$ cat config.mk
export PLATFORM = sky130hd
export DESIGN_NAME = i2c_master
export DESIGN_NICKNAME = d
export VERILOG_FILES = /design/src/rtl/i2c_master.sv
export SDC_FILE = /design/constraint.sdc
export NUM_CORES = 1
export LEC_CHECK = 0
export BUFFER_PORTS_ARGS = -buffer_cell sky130_fd_sc_hd__buf_2
export CAP_MARGIN = 20
export CORE_ASPECT_RATIO = 1.5
export CORE_MARGIN = 5
export CORE_UTILIZATION = 55
export DETAILED_ROUTE_END_ITERATION = 8
export GPL_ROUTABILITY_DRIVEN = 1
export HOLD_SLACK_MARGIN = 0.05
export PLACE_DENSITY_LB_ADDON = 0.05
export SLEW_MARGIN = 20
export SYNTH_ARGS = -nofsm -noshare
export SYNTH_HDL_FRONTEND = slang
export SYNTH_SLANG_ARGS = --single-unit
$ cat constraint.sdc
create_clock -name clk6x -period 2.2 [get_ports clk6x]
set_input_delay 0.22 -clock clk6x [delete_from_list [all_inputs] [get_ports clk6x]]
set_output_delay 0.22 -clock clk6x [all_outputs]
set_load 0.02 [all_outputs]
$ cat src/rtl/i2c_master.sv
// Byte-level single-master I2C controller: START, repeated START, STOP, byte write and byte read.
// Open-drain pins: a driver output of 1 pulls the line low.
module i2c_master #(
  parameter int unsigned QUARTER = 120
) (
  input  logic       clk6x,
  input  logic       resetn,
  input  logic [1:0] cmd_i,
  input  logic       cmd_v_i,
  output logic       cmd_ready_o,
  input  logic [7:0] txbyte_i,
  input  logic       ack_i,
  output logic [7:0] rxbyte_o,
  output logic       nack_o,
  output logic       done_o,
  output logic       busy_o,
  input  logic       I2C_SCL_i,
  output logic       I2C_SCLDR0_o,
  input  logic       I2C_SDA_i,
  output logic       I2C_SDADR0_o
);

  typedef enum logic [2:0] {StIdle, StStart, StWrite, StRead, StStop} state_e;

  localparam logic [1:0]  CmdStart = 2'd0;
  localparam logic [1:0]  CmdWrite = 2'd1;
  localparam logic [1:0]  CmdRead  = 2'd2;
  localparam logic [1:0]  CmdStop  = 2'd3;
  localparam logic [15:0] QLast    = 16'(QUARTER - 1);

  state_e      state_q, state_d;
  logic [1:0]  qtr_q, qtr_d;
  logic [15:0] cnt_q, cnt_d;
  logic [3:0]  bit_q, bit_d;
  logic [7:0]  sh_q, sh_d;
  logic        ack_q, ack_d;
  logic        scl_dr_q, scl_dr_d;
  logic        sda_dr_q, sda_dr_d;
  logic        ready_q, ready_d;
  logic        done_q, done_d;
  logic        busy_q, busy_d;
  logic        nack_q, nack_d;
  logic [7:0]  rx_q, rx_d;
  logic        scl_meta_q, scl_s_q, sda_meta_q, sda_s_q;

  logic accept, adv, qend, last_bit, bit_end, cmd_end, sample, illegal;

  assign accept   = cmd_v_i && ready_q;
  // The first Q1 cycle always counts: the SCL release is not yet visible through the synchronizer.
  assign adv      = (qtr_q != 2'd1) || scl_s_q || (cnt_q == 16'd0);
  assign qend     = adv && (cnt_q == QLast);
  assign last_bit = (state_q == StStart) || (state_q == StStop) || (bit_q == 4'd8);
  assign bit_end  = (state_q != StIdle) && qend && (qtr_q == 2'd3);
  assign cmd_end  = bit_end && last_bit;
  assign sample   = (qtr_q == 2'd2) && (cnt_q == QLast);
  assign illegal  = accept && (cmd_i != CmdStart) && !busy_q;

  always_ff @(posedge clk6x) begin
    if (!resetn) begin
      state_q    <= StIdle;
      qtr_q      <= 2'd0;
      cnt_q      <= 16'd0;
      bit_q      <= 4'd0;
      sh_q       <= 8'h00;
      ack_q      <= 1'b0;
      scl_dr_q   <= 1'b0;
      sda_dr_q   <= 1'b0;
      ready_q    <= 1'b1;
      done_q     <= 1'b0;
      busy_q     <= 1'b0;
      nack_q     <= 1'b0;
      rx_q       <= 8'h00;
      scl_meta_q <= 1'b1;
      scl_s_q    <= 1'b1;
      sda_meta_q <= 1'b1;
      sda_s_q    <= 1'b1;
    end else begin
      state_q    <= state_d;
      qtr_q      <= qtr_d;
      cnt_q      <= cnt_d;
      bit_q      <= bit_d;
      sh_q       <= sh_d;
      ack_q      <= ack_d;
      scl_dr_q   <= scl_dr_d;
      sda_dr_q   <= sda_dr_d;
      ready_q    <= ready_d;
      done_q     <= done_d;
      busy_q     <= busy_d;
      nack_q     <= nack_d;
      rx_q       <= rx_d;
      scl_meta_q <= I2C_SCL_i;
      scl_s_q    <= scl_meta_q;
      sda_meta_q <= I2C_SDA_i;
      sda_s_q    <= sda_meta_q;
    end
  end

  always_comb begin
    state_d = state_q;
    qtr_d   = qtr_q;
    cnt_d   = cnt_q;
    bit_d   = bit_q;
    if (state_q == StIdle) begin
      qtr_d = 2'd0;
      cnt_d = 16'd0;
      bit_d = 4'd0;
      if (accept) begin
        case (cmd_i)
          CmdStart: state_d = StStart;
          CmdWrite: if (busy_q) state_d = StWrite;
          CmdRead:  if (busy_q) state_d = StRead;
          CmdStop:  if (busy_q) state_d = StStop;
          default:  state_d = StIdle;
        endcase
      end
    end else if (qend) begin
      cnt_d = 16'd0;
      qtr_d = qtr_q + 2'd1;
      if (qtr_q == 2'd3) begin
        if (last_bit) state_d = StIdle;
        else          bit_d   = bit_q + 4'd1;
      end
    end else if (adv) begin
      cnt_d = cnt_q + 16'd1;
    end
  end

  always_comb begin
    scl_dr_d = scl_dr_q;
    sda_dr_d = sda_dr_q;
    sh_d     = sh_q;
    ack_d    = ack_q;
    busy_d   = busy_q;
    nack_d   = nack_q;
    rx_d     = rx_q;
    ready_d  = (state_d == StIdle);
    done_d   = cmd_end || illegal;
    if (illegal) nack_d = 1'b1;
    case (state_q)
      StIdle: begin
        // While the bus is owned, SCL is parked low and SDA keeps its last level.
        scl_dr_d = busy_q;
        sda_dr_d = busy_q && sda_dr_q;
        if (accept) begin
          sh_d  = txbyte_i;
          ack_d = ack_i;
        end
      end
      StStart: begin
        case (qtr_q)
          2'd0:    sda_dr_d = 1'b0;
          2'd1:    scl_dr_d = 1'b0;
          2'd2:    sda_dr_d = 1'b1;
          default: scl_dr_d = 1'b1;
        endcase
        if (cmd_end) busy_d = 1'b1;
      end
      StWrite: begin
        case (qtr_q)
          2'd0:    sda_dr_d = (bit_q == 4'd8) ? 1'b0 : ~sh_q[7];
          2'd1:    scl_dr_d = 1'b0;
          2'd2:    scl_dr_d = 1'b0;
          default: scl_dr_d = 1'b1;
        endcase
        if (sample && bit_q == 4'd8) nack_d = sda_s_q;
        if (bit_end && bit_q != 4'd8) sh_d = {sh_q[6:0], 1'b0};
      end
      StRead: begin
        case (qtr_q)
          2'd0:    sda_dr_d = (bit_q == 4'd8) ? ack_q : 1'b0;
          2'd1:    scl_dr_d = 1'b0;
          2'd2:    scl_dr_d = 1'b0;
          default: scl_dr_d = 1'b1;
        endcase
        if (sample && bit_q != 4'd8) sh_d = {sh_q[6:0], sda_s_q};
        if (cmd_end) rx_d = sh_q;
      end
      StStop: begin
        case (qtr_q)
          2'd0:    sda_dr_d = 1'b1;
          2'd1:    scl_dr_d = 1'b0;
          2'd2:    sda_dr_d = 1'b0;
          default: sda_dr_d = 1'b0;
        endcase
        if (cmd_end) busy_d = 1'b0;
      end
      default: begin
        scl_dr_d = 1'b0;
        sda_dr_d = 1'b0;
      end
    endcase
  end

  assign cmd_ready_o  = ready_q;
  assign done_o       = done_q;
  assign busy_o       = busy_q;
  assign nack_o       = nack_q;
  assign rxbyte_o     = rx_q;
  assign I2C_SCLDR0_o = scl_dr_q;
  assign I2C_SDADR0_o = sda_dr_q;

endmodule

==> out/metrics.csv, run 1 <==
stage;metric;value;unit
run_status;outcome;complete, no violations;
power;p_leak;0.001088;uW
synthesis;synth-xor-area-share;5.331;%
power;p_per_area;588.3;nW/um2
critical_path;path_buf_inv;1;
critical_path;cp.arrival;2.33;ns
detailed_routing;drcViolationCount;0;
floorplanning;die_w;66.45;um
global_route;antenna_found_initial;0;
timing;slew_violations;0;
synthesis;synth_area;2629;um2
synthesis;yosysSeqAreaShare;39.60;%
placed_design;dp_cells;394;
cts;ctsHoldBuffers;0;
critical_path;end_kind;flip-flop;
synthesis;ys_ff_latch;52;
global_route;grt_pass1_vias;2280;
cts;cts.path.max_buffers;2;
placed_design;finalWeightedCongestion;0.8271;
critical_path;path_max_fanout;5;
timing;fmax;479.8;MHz
critical_path;crit_type;reg2reg;
finish;fin_cells;403;
synthesis;syn-instance-count;304;
finish;nNetsFinal;362;
detailed_routing;routedWlPerCell;14.98;um
synthesis;ys_dominant_reg_cell;dfxtp_1;
finish;n_antenna_cell;0;
critical_path;required;2.44;ns
critical_path;worst-r2r-setup-slack;0.12;ns
finish;drive_above_1_share;21.24;%
critical_path;cp_slowest_cell;or4_1;
detailed_routing;firstDrtPassIters;4;
synthesis;synthArstFlopShare;0;%
hold_path;hold_path_class;in2reg;
global_route;busiest_layer;met2;
global_route;overflow;0;
finish;synthToLayoutAreaGrowth;14.85;%
timing;slew_headroom;67.25;%
timing;finalCriticalPeriod;2.084;ns
synthesis;syn_avg_cell_area;8.647;um2
timing;hold_viol;0;
cts;htree_levels;2;
global_route;met2_usage;37.95;%
critical_path;crit_path_max_incr_delay;0.50;ns
job;drv_cap;0;
global_route;grt_max_degree;31;
cts;cts_root_buf;clkbuf_8;
cts;tritoncts;done;
synthesis;synth_top_area_share;39.60;%
synthesis;synth_area_leaders;dfxtp_1 (40%), xnor2_1 (4.3%), nor2_1 (4.1%);
cts;clk_transition_reported_paths;0.09;ns
detailed_routing;vias;2289;
synthesis;synth_compound_area_share;18.51;%
placed_design;port_buffers;29;
synthesis;synth_edf_count;0;
detailed_routing;drt_iter0_markers;142;
global_route;grt_pass1_wl;10.27;mm
synthesis;synthSimpleGateAreaFrac;26.13;%
timing;tightestPinTransition;0.4906;ns
cts;clock_latency;0.31;ns
critical_path;startpoint_type;flip-flop;
finish;layout_common_cells;dfxtp_1 (51), buf_2 (29), nor2_1 (28), nand2_1 (26), inv_1 (17);
floorplanning;die_h;94.67;um
finish;final_common_cell;dfxtp_1;
cts;cts_made_buffers;5;
timing;fin_worst_skew;0.008752;ns
synthesis;synth_top_family_by_area;simple AND/OR/NAND/NOR gates;
floorplanning;start_util;57.40;%
power;ir_drop;412.5;uV
floorplanning;ios;30;
detailed_routing;drtAntennaViolNets;0;
global_route;use_met1;22.90;%
detailed_routing;wl;6.037;mm
timing;rsz0062_at_grt;false;
floorplanning;core_region_area;4579;um2
critical_path;path_delay_family;simple AND/OR/NAND/NOR gates;
global_route;use_met3;3.810;%
timing;setup_tns;0;ns
critical_path;crit_chain;inv_1 -> ha_1 -> nor4b_2 -> nand4_2 -> and2_4 -> or4_1 -> a21oi_1;
synthesis;synthAdderAreaFrac;3.808;%
floorplanning;rows;30;
timing;setup_viol;0;
floorplanning;die-area;6291;um2
placed_design;hpwl;4.572;mm
cts;cts_sinks;52;
synthesis;ys_types;53;
global_route;grtUsageTotal;20.91;%
synthesis;yosys.area.top_type;dfxtp_1;
synthesis;yosysWarnings;0;
synthesis;muxShareOfSynthArea;1.666;%
timing;finalCritPeriodShare;94.73;%
detailed_routing;post_drt_via_cell_ratio;5.680;
synthesis;syn_nets;328;
-- report_power, final --
| group | switching, uW | internal, uW | leakage, uW |
|---|---|---|---|
| Clock | 310 | 338 | 0.0000552 |
| Sequential | 19.6 | 967 | 0.000423 |
| Combinational | 73.5 | 67.9 | 0.000610 |
| Total | 403 | 1370 | 0.00109 |
-- logic make-up after synthesis --
family	count (synthesis)
buffers and inverters	33
XOR/XNOR	16
multiplexers	4
adder cells (fa/ha/maj)	8
AO/OA/AOI/OAI	68
flip-flops	52
AND/OR/NAND/NOR	123
-- synthesized netlist by cell type, types with 4 or more instances --
library cell,count
a21oi_1,13
nand2_1,26
a211oi_1,4
o21ai_0,12
dfxtp_1,52
nor3_1,7
xnor2_1,13
o21ai_1,6
ha_1,8
nand3_1,16
nand2b_1,9
o221ai_1,7
inv_1,17
a2bb2oi_1,8
clkbuf_1,10
nand4_1,7
buf_2,5
a31o_2,4
nor4_1,4
nor2_1,29
-- layout make-up --
cell class / instances / area, um2
Inverter: 17 / 63.81
Sequential cell: 52 / 1042
Timing Repair Buffer: 43 / 250.2
Multi-Input combinational cell: 219 / 1475
Fill cell: 414 / 1560
Clock inverter: 2 / 35.03
Tap cell: 64 / 80.08
Clock buffer: 6 / 72.57
-- metrics by stage --
stage               hold WS, ns  total power (uW)  setup slack [ns]  util (%)  area (um2)
floorplan                0.3215              1101            0.3221         -        2629
global placement         0.3882              1147            0.1980     63.01        2885
detailed placement       0.3940              1148            0.1579     63.01        2885
CTS                     0.08537              1791            0.1387     65.36        2993
global route            0.09227              1847          0.001577     65.93        3019
finish                  0.08416              1776            0.1158     65.93        3019
-- metal layers --
layer  wire [um]  up-vias
li1            -     1155
met3         179       16
met5           0        -
met2        3333       48
met4         170        0
met1        2355     1070
-- worst paths after layout --
path,startpoint,end,cells past startpoint
max,cnt_q[0],cnt_q[12],7
min,I2C_SCL_i,scl_meta_q,2
max reg2reg,cnt_q[0],cnt_q[12],7
min reg2reg,scl_meta_q,scl_s_q,1
-- worst reg2reg max path: cells and delay by family, from the launching register on --
kind,cells,cell delay [ns]
AO/OA/AOI/OAI,1,0.15
flip-flops,1,0.36
adder cells (fa/ha/maj),1,0.14
buffers and inverters,1,0.11
AND/OR/NAND/NOR,4,1.26
-- registers in the layout, summed over array words and instances, names as in the netlist, 2 cells and up --
| register | cells |
|---|---|
| sh_q | 8 |
| rxbyte_o | 8 |
| qtr_q | 2 |
| cnt_q | 16 |
| bit_q | 4 |
| state_q | 3 |
-- what timing repair did --
action / CTS / global route
gates resized for setup: 0 / 5
setup buffers: 0 / 1
endpoints found under the hold margin: 0 / 0
setup endpoints to repair: 0 / 11
Power figures use the tool's default switching activity.
==> inputs of run 2 (changes only) <==
==> constraint.sdc (replaced) <==
create_clock -name clk6x -period 2.2 [get_ports clk6x]
set_input_delay 0.11 -clock clk6x [delete_from_list [all_inputs] [get_ports clk6x]]
set_output_delay 0.11 -clock clk6x [all_outputs]
set_load 0.02 [all_outputs]
==> run 2 against run 1 <==
  * Final cell count up 0.50%
  * Power grew 0.17%
  * Clock skew decreased by 0.00062 ns
  * Critical path type unchanged
  * Critical endpoint unchanged
  * Largest power group unchanged
==> out/metrics.csv, run 2 (synthesis results as in run 1) <==
stage;metric;value;unit;change
global_route;overflow;0;;unchanged
floorplanning;ios;30;;unchanged
timing;tightestPinTransition;0.4876;ns;-0.002953 ns
finish;largest_reg_flops;16;;unchanged
floorplanning;start_util;57.40;%;unchanged
detailed_routing;drcViolationCount;0;;unchanged
critical_path;cp-endpoint;cnt_q[12];;
timing;setup_viol;0;;unchanged
cts;cts_sinks;52;;unchanged
detailed_routing;met1_length;2.365;mm;+0.42%
floorplanning;rows;30;;unchanged
finish;final_common_cell;dfxtp_1;;
placed_design;dp_cells;394;;unchanged
run_status;outcome;complete, no violations;;
cts;cts_root_buf;clkbuf_8;;
floorplanning;die-area;6291;um2;unchanged
cts;htree_levels;2;;unchanged
global_route;grtUsageTotal;20.96;%;+0.049 points
critical_path;worst-r2r-setup-slack;0.12;ns;about the same
hold_path;hold_path_class;in2reg;;
critical_path;path_max_fanout;5;;unchanged
detailed_routing;wl;6.055;mm;+0.30%
timing;hold_viol;0;;unchanged
cts;tritoncts;done;;
job;drv_cap;0;;unchanged
power;p_per_area;585.4;nW/um2;-0.49%
power;finalPower;1779;uW;+0.17%
finish;n_antenna_cell;0;;unchanged
placed_design;finalWeightedCongestion;0.8271;;unchanged
floorplanning;core_region_area;4579;um2;unchanged
critical_path;startpoint_type;flip-flop;;
finish;fin_cells;405;;+0.50%
power;p_leak;0.001097;uW;+0.77%
critical_path;end_kind;flip-flop;;
finish;synthToLayoutAreaGrowth;15.61;%;
critical_path;required;2.44;ns;about the same
detailed_routing;routedWlPerCell;14.95;um;-0.20%
detailed_routing;drt_iter0_markers;156;;+9.9%
timing;setup_tns;0;ns;unchanged
global_route;antenna_found_initial;0;;unchanged
cts;clock_latency;0.31;ns;about the same
placed_design;port_buffers;29;;unchanged
placed_design;hpwl;4.572;mm;unchanged
critical_path;ff2ff_path_depth;7;;unchanged
cts;cts.path.max_buffers;2;;unchanged
detailed_routing;highest_layer;met4;;
cts;cts_made_buffers;5;;unchanged
finish;drive_above_1_share;21.11;%;-0.12 points
floorplanning;die_w;66.45;um;unchanged
critical_path;cp.arrival;2.33;ns;about the same
detailed_routing;firstDrtPassIters;4;;unchanged
global_route;grt_pass1_wl;10.32;mm;+0.40%
detailed_routing;post_drt_via_cell_ratio;5.679;;about the same
timing;rsz0062_at_grt;false;;
critical_path;setup.worst_path.start;cnt_q[0];;
timing;finalCritPeriodShare;94.73;%;about the same
timing;fmax;479.8;MHz;about the same
global_route;grt_pass1_vias;2292;;+0.53%
finish;nNetsFinal;364;;+0.55%
finish;top_register;cnt_q;;
cts;clk_transition_reported_paths;0.09;ns;about the same
finish;layout_common_cells;dfxtp_1 (51), buf_2 (29), nor2_1 (28), nand2_1 (26), inv_1 (17);;
timing;finalCriticalPeriod;2.084;ns;-0.000008000 ns
detailed_routing;wl_met2;3.358;mm;+0.75%
detailed_routing;drtAntennaViolNets;0;;unchanged
global_route;grt_max_degree;31;;unchanged
detailed_routing;vias;2300;;+0.48%
critical_path;r2r_start;cnt_q[0];;
timing;slew_violations;0;;unchanged
critical_path;crit_type;reg2reg;;
timing;fin_worst_skew;0.008134;ns;-0.0006181 ns
timing;slew_headroom;67.45;%;+0.20 points
floorplanning;die_h;94.67;um;unchanged
detailed_routing;route.met3.wl;161;um;-10%
power;ir_drop;414.4;uV;+0.47%
critical_path;timing.rr.end;cnt_q[12];;
==> run 2: through the flow <==
stage	utilization [%]	hold slack (ns)	setup WS (ns)	area, um2
finish	66.37	0.06787	0.1158	3039
global route	66.37	0.08553	0.001577	3039
CTS	65.79	0.06771	0.1387	3013
detailed placement	63.01	0.2956	0.1579	2885
global placement	63.01	0.2901	0.1980	2885
floorplan	-	0.2115	0.3221	2629
==> run 2: cell type report <==
| class | instances | area [um2] |
|---|---|---|
| clock inverters | 2 | 35.03 |
| repair buffers | 45 | 270.3 |
| fillers | 410 | 1540 |
| multi-input cells | 219 | 1475 |
| flip-flops and latches | 52 | 1042 |
| well taps | 64 | 80.08 |
| clock buffers | 6 | 72.57 |
| inverters | 17 | 63.81 |
==> run 2: report_power, final <==
group / switching (uW) / internal (uW)
sequential: 19.6 / 967
clock: 310 / 338
combinational: 74.0 / 70.2
total: 404 / 1380
==> run 2: layer usage <==
layer | global-route usage [%] | up-vias
met4 | 9.831 | 0
met3 | 3.810 | 16
li1 | - | 1159
met5 | 0 | -
met2 | 38.03 | 47
met1 | 22.97 | 1078
==> run 2: how the worst min path moves through the flow <==
stage	to	start	depth (start not counted)
floorplan	scl_meta_q	I2C_SCL_i	1
global placement	sda_meta_q	I2C_SDA_i	2
detailed placement	scl_meta_q	I2C_SCL_i	2
CTS	sda_s_q	resetn	2
global route	sda_s_q	resetn	2
finish	sda_s_q	resetn	2
==> run 2: what timing repair did <==
| item | CTS | global route |
|---|---|---|
| setup buffers | 0 | 1 |
| setup endpoints to repair | 0 | 11 |
| resized for setup | 0 | 5 |
| hold endpoints to repair | 2 | 0 |
| hold buffers | 2 | 0 |
==> run 2: critical path, stage by stage, from the launching register on <==
cell     delay, ns
dfxtp_1       0.36
inv_1         0.11
ha_1          0.14
nor4b_2       0.26
nand4_2       0.24
and2_4        0.26
or4_1         0.50
a21oi_1       0.15
==> inputs of run 3 (changes only) <==
--- a/config.mk
+++ b/config.mk
@@ -13,6 +13,7 @@
 export DETAILED_ROUTE_END_ITERATION = 8
 export GPL_ROUTABILITY_DRIVEN = 1
 export HOLD_SLACK_MARGIN = 0.05
+export MAX_ROUTING_LAYER = met4
 export PLACE_DENSITY_LB_ADDON = 0.05
 export SLEW_MARGIN = 20
 export SYNTH_ARGS = -nofsm -noshare
==> run 3 against run 2 <==
  * Non-clock buffer count is the same
  * Cell area is the same
  * Die area is the same
  * Sequential power is essentially flat
  * Worst setup slack is essentially flat
  * Sequential cell count is the same
  * Clock power is essentially flat
  * Worst hold slack lost 0.00086 ns
  * Routed wire length grew 0.28%
==> out/metrics.csv, run 3 (synthesis results as in run 1) <==
stage;metric;value;unit;change
global_route;grt_pass1_vias;2298;;+0.26%
finish;n_antenna_cell;0;;unchanged
cts;cts_made_buffers;5;;unchanged
timing;rsz0062_at_grt;false;;
floorplanning;core_region_area;4579;um2;unchanged
job;drv_cap;0;;unchanged
finish;synthToLayoutAreaGrowth;15.61;%;unchanged
global_route;overflow;0;;unchanged
floorplanning;die-area;6291;um2;unchanged
floorplanning;rows;30;;unchanged
critical_path;crit_type;reg2reg;;
timing;setup_tns;0;ns;unchanged
timing;setup_viol;0;;unchanged
timing;tightestPinTransition;0.5007;ns;+0.01312 ns
cts;cts_sinks;52;;unchanged
critical_path;required;2.44;ns;about the same
detailed_routing;firstDrtPassIters;4;;unchanged
placed_design;dp_cells;394;;unchanged
detailed_routing;routedWlPerCell;14.99;um;+0.28%
detailed_routing;vias;2305;;+0.22%
hold_path;hold_path_class;in2reg;;
power;p_clk_share;36.4;%;about the same
finish;largest_reg_flops;16;;unchanged
global_route;antenna_found_initial;0;;unchanged
timing;fin_worst_skew;0.008203;ns;+0.00006897 ns
detailed_routing;drtAntennaViolNets;0;;unchanged
timing;finalCriticalPeriod;2.084;ns;-0.0001830 ns
power;power_frac_comb;8.1;%;about the same
timing;hold_viol;0;;unchanged
global_route;grt_max_degree;31;;unchanged
finish;drive_above_1_share;21.11;%;unchanged
cts;clk_transition_reported_paths;0.09;ns;about the same
critical_path;end_kind;flip-flop;;
power;pwr-share-seq;55.4;%;about the same
critical_path;cp.arrival;2.33;ns;about the same
critical_path;r2r_start;cnt_q[0];;
timing;slew_headroom;66.57;%;-0.88 points
finish;final_common_cell;dfxtp_1;;
power;intPower;1375;uW;about the same
finish;fin_cells;405;;unchanged
global_route;grtUsageTotal;21.55;%;+0.59 points
floorplanning;die_w;66.45;um;unchanged
cts;clock_latency;0.31;ns;about the same
timing;fmax;479.9;MHz;about the same
finish;top_register;cnt_q;;
finish;layout_common_cells;dfxtp_1 (51), buf_2 (29), nor2_1 (28), nand2_1 (26), inv_1 (17);;
global_route;grt_pass1_wl;10.32;mm;about the same
run_status;outcome;complete, no violations;;
critical_path;path_max_fanout;5;;unchanged
detailed_routing;drt_iter0_markers;156;;unchanged
power;p_per_area;585.6;nW/um2;about the same
power;netSwitchingFraction;22.73;%;+0.025 points
power;p_leak;0.001097;uW;unchanged
placed_design;finalWeightedCongestion;0.8397;;+1.5%
timing;slew_violations;0;;unchanged
floorplanning;die_h;94.67;um;unchanged
placed_design;hpwl;4.572;mm;unchanged
cts;htree_levels;2;;unchanged
finish;nNetsFinal;364;;unchanged
cts;cts.path.max_buffers;2;;unchanged
cts;cts_root_buf;clkbuf_8;;
placed_design;port_buffers;29;;unchanged
power;ir_drop;414.4;uV;about the same
cts;tritoncts;done;;
hold_path;worstHoldStart;resetn;;
timing;finalCritPeriodShare;94.73;%;about the same
floorplanning;ios;30;;unchanged
critical_path;setup.worst_path.start;cnt_q[0];;
detailed_routing;wl;6.072;mm;+0.28%
power;power_switching;404.5;uW;+0.15%
critical_path;startpoint_type;flip-flop;;
detailed_routing;drcViolationCount;0;;unchanged
detailed_routing;post_drt_via_cell_ratio;5.691;;+0.22%
floorplanning;start_util;57.40;%;unchanged
run 3: per-stage QoR:
step                      power [uW]  utilization, %  cell area (um2)  hold WS [ns]  setup slack, ns
after floorplan                 1101               -             2629        0.2115           0.3221
after global placement          1147           63.01             2885        0.2901           0.1980
after detailed placement        1148           63.01             2885        0.2956           0.1579
after CTS                       1794           65.79             3013       0.06771           0.1387
after global routing            1850           66.37             3039       0.08176         0.001577
final                           1780           66.37             3039       0.06702           0.1160
run 3: worst paths after layout:
check	cells after the start	to	slack [ns]
min reg2reg	1	scl_s_q	0.41
max	7	cnt_q[12]	0.12
min	2	sda_s_q	0.07
max reg2reg	7	cnt_q[12]	0.12
run 3: power groups by stage:
stage          clock network (uW)  registers (uW)  logic [uW]
3_3_place_gp                    0            1010         139
4_1_cts                       663             987         144
5_1_grt                       698             991         161
3_5_place_dp                    0            1010         140
6_report                      649             987         144
2_1_floorplan                   0            1010        93.8
run 3: worst max-delay path: stages (launching register included):
cell     delay (ns)
dfxtp_1        0.36
inv_1          0.11
ha_1           0.14
nor4b_2        0.26
nand4_2        0.24
and2_4         0.26
or4_1          0.50
a21oi_1        0.15
run 3: timing repair:
item                                   CTS  global route
resized for setup                        0             5
setup endpoints to repair                0            11
endpoints found under the hold margin    2             0
buffers inserted                         0             1
hold buffers                             2             0
run 3: area by class of cell:
cell class / instances / area, um2
sequential: 52 / 1042
clock buffer: 6 / 72.57
multi-input combinational: 219 / 1475
fill: 410 / 1540
inverter: 17 / 63.81
clock inverter: 2 / 35.03
timing repair buffer: 45 / 270.3
tap: 64 / 80.08
run 3: layer usage:
| metal | global-route usage, % | wire length [um] | vias to the layer above |
|---|---|---|---|
| li1 | - | - | 1158 |
| met1 | 23.12 | 2415 | 1082 |
| met3 | 3.452 | 150 | 16 |
| met2 | 38.11 | 3335 | 49 |
| met4 | 9.831 | 170 | 0 |
| met5 | - | 0 | - |
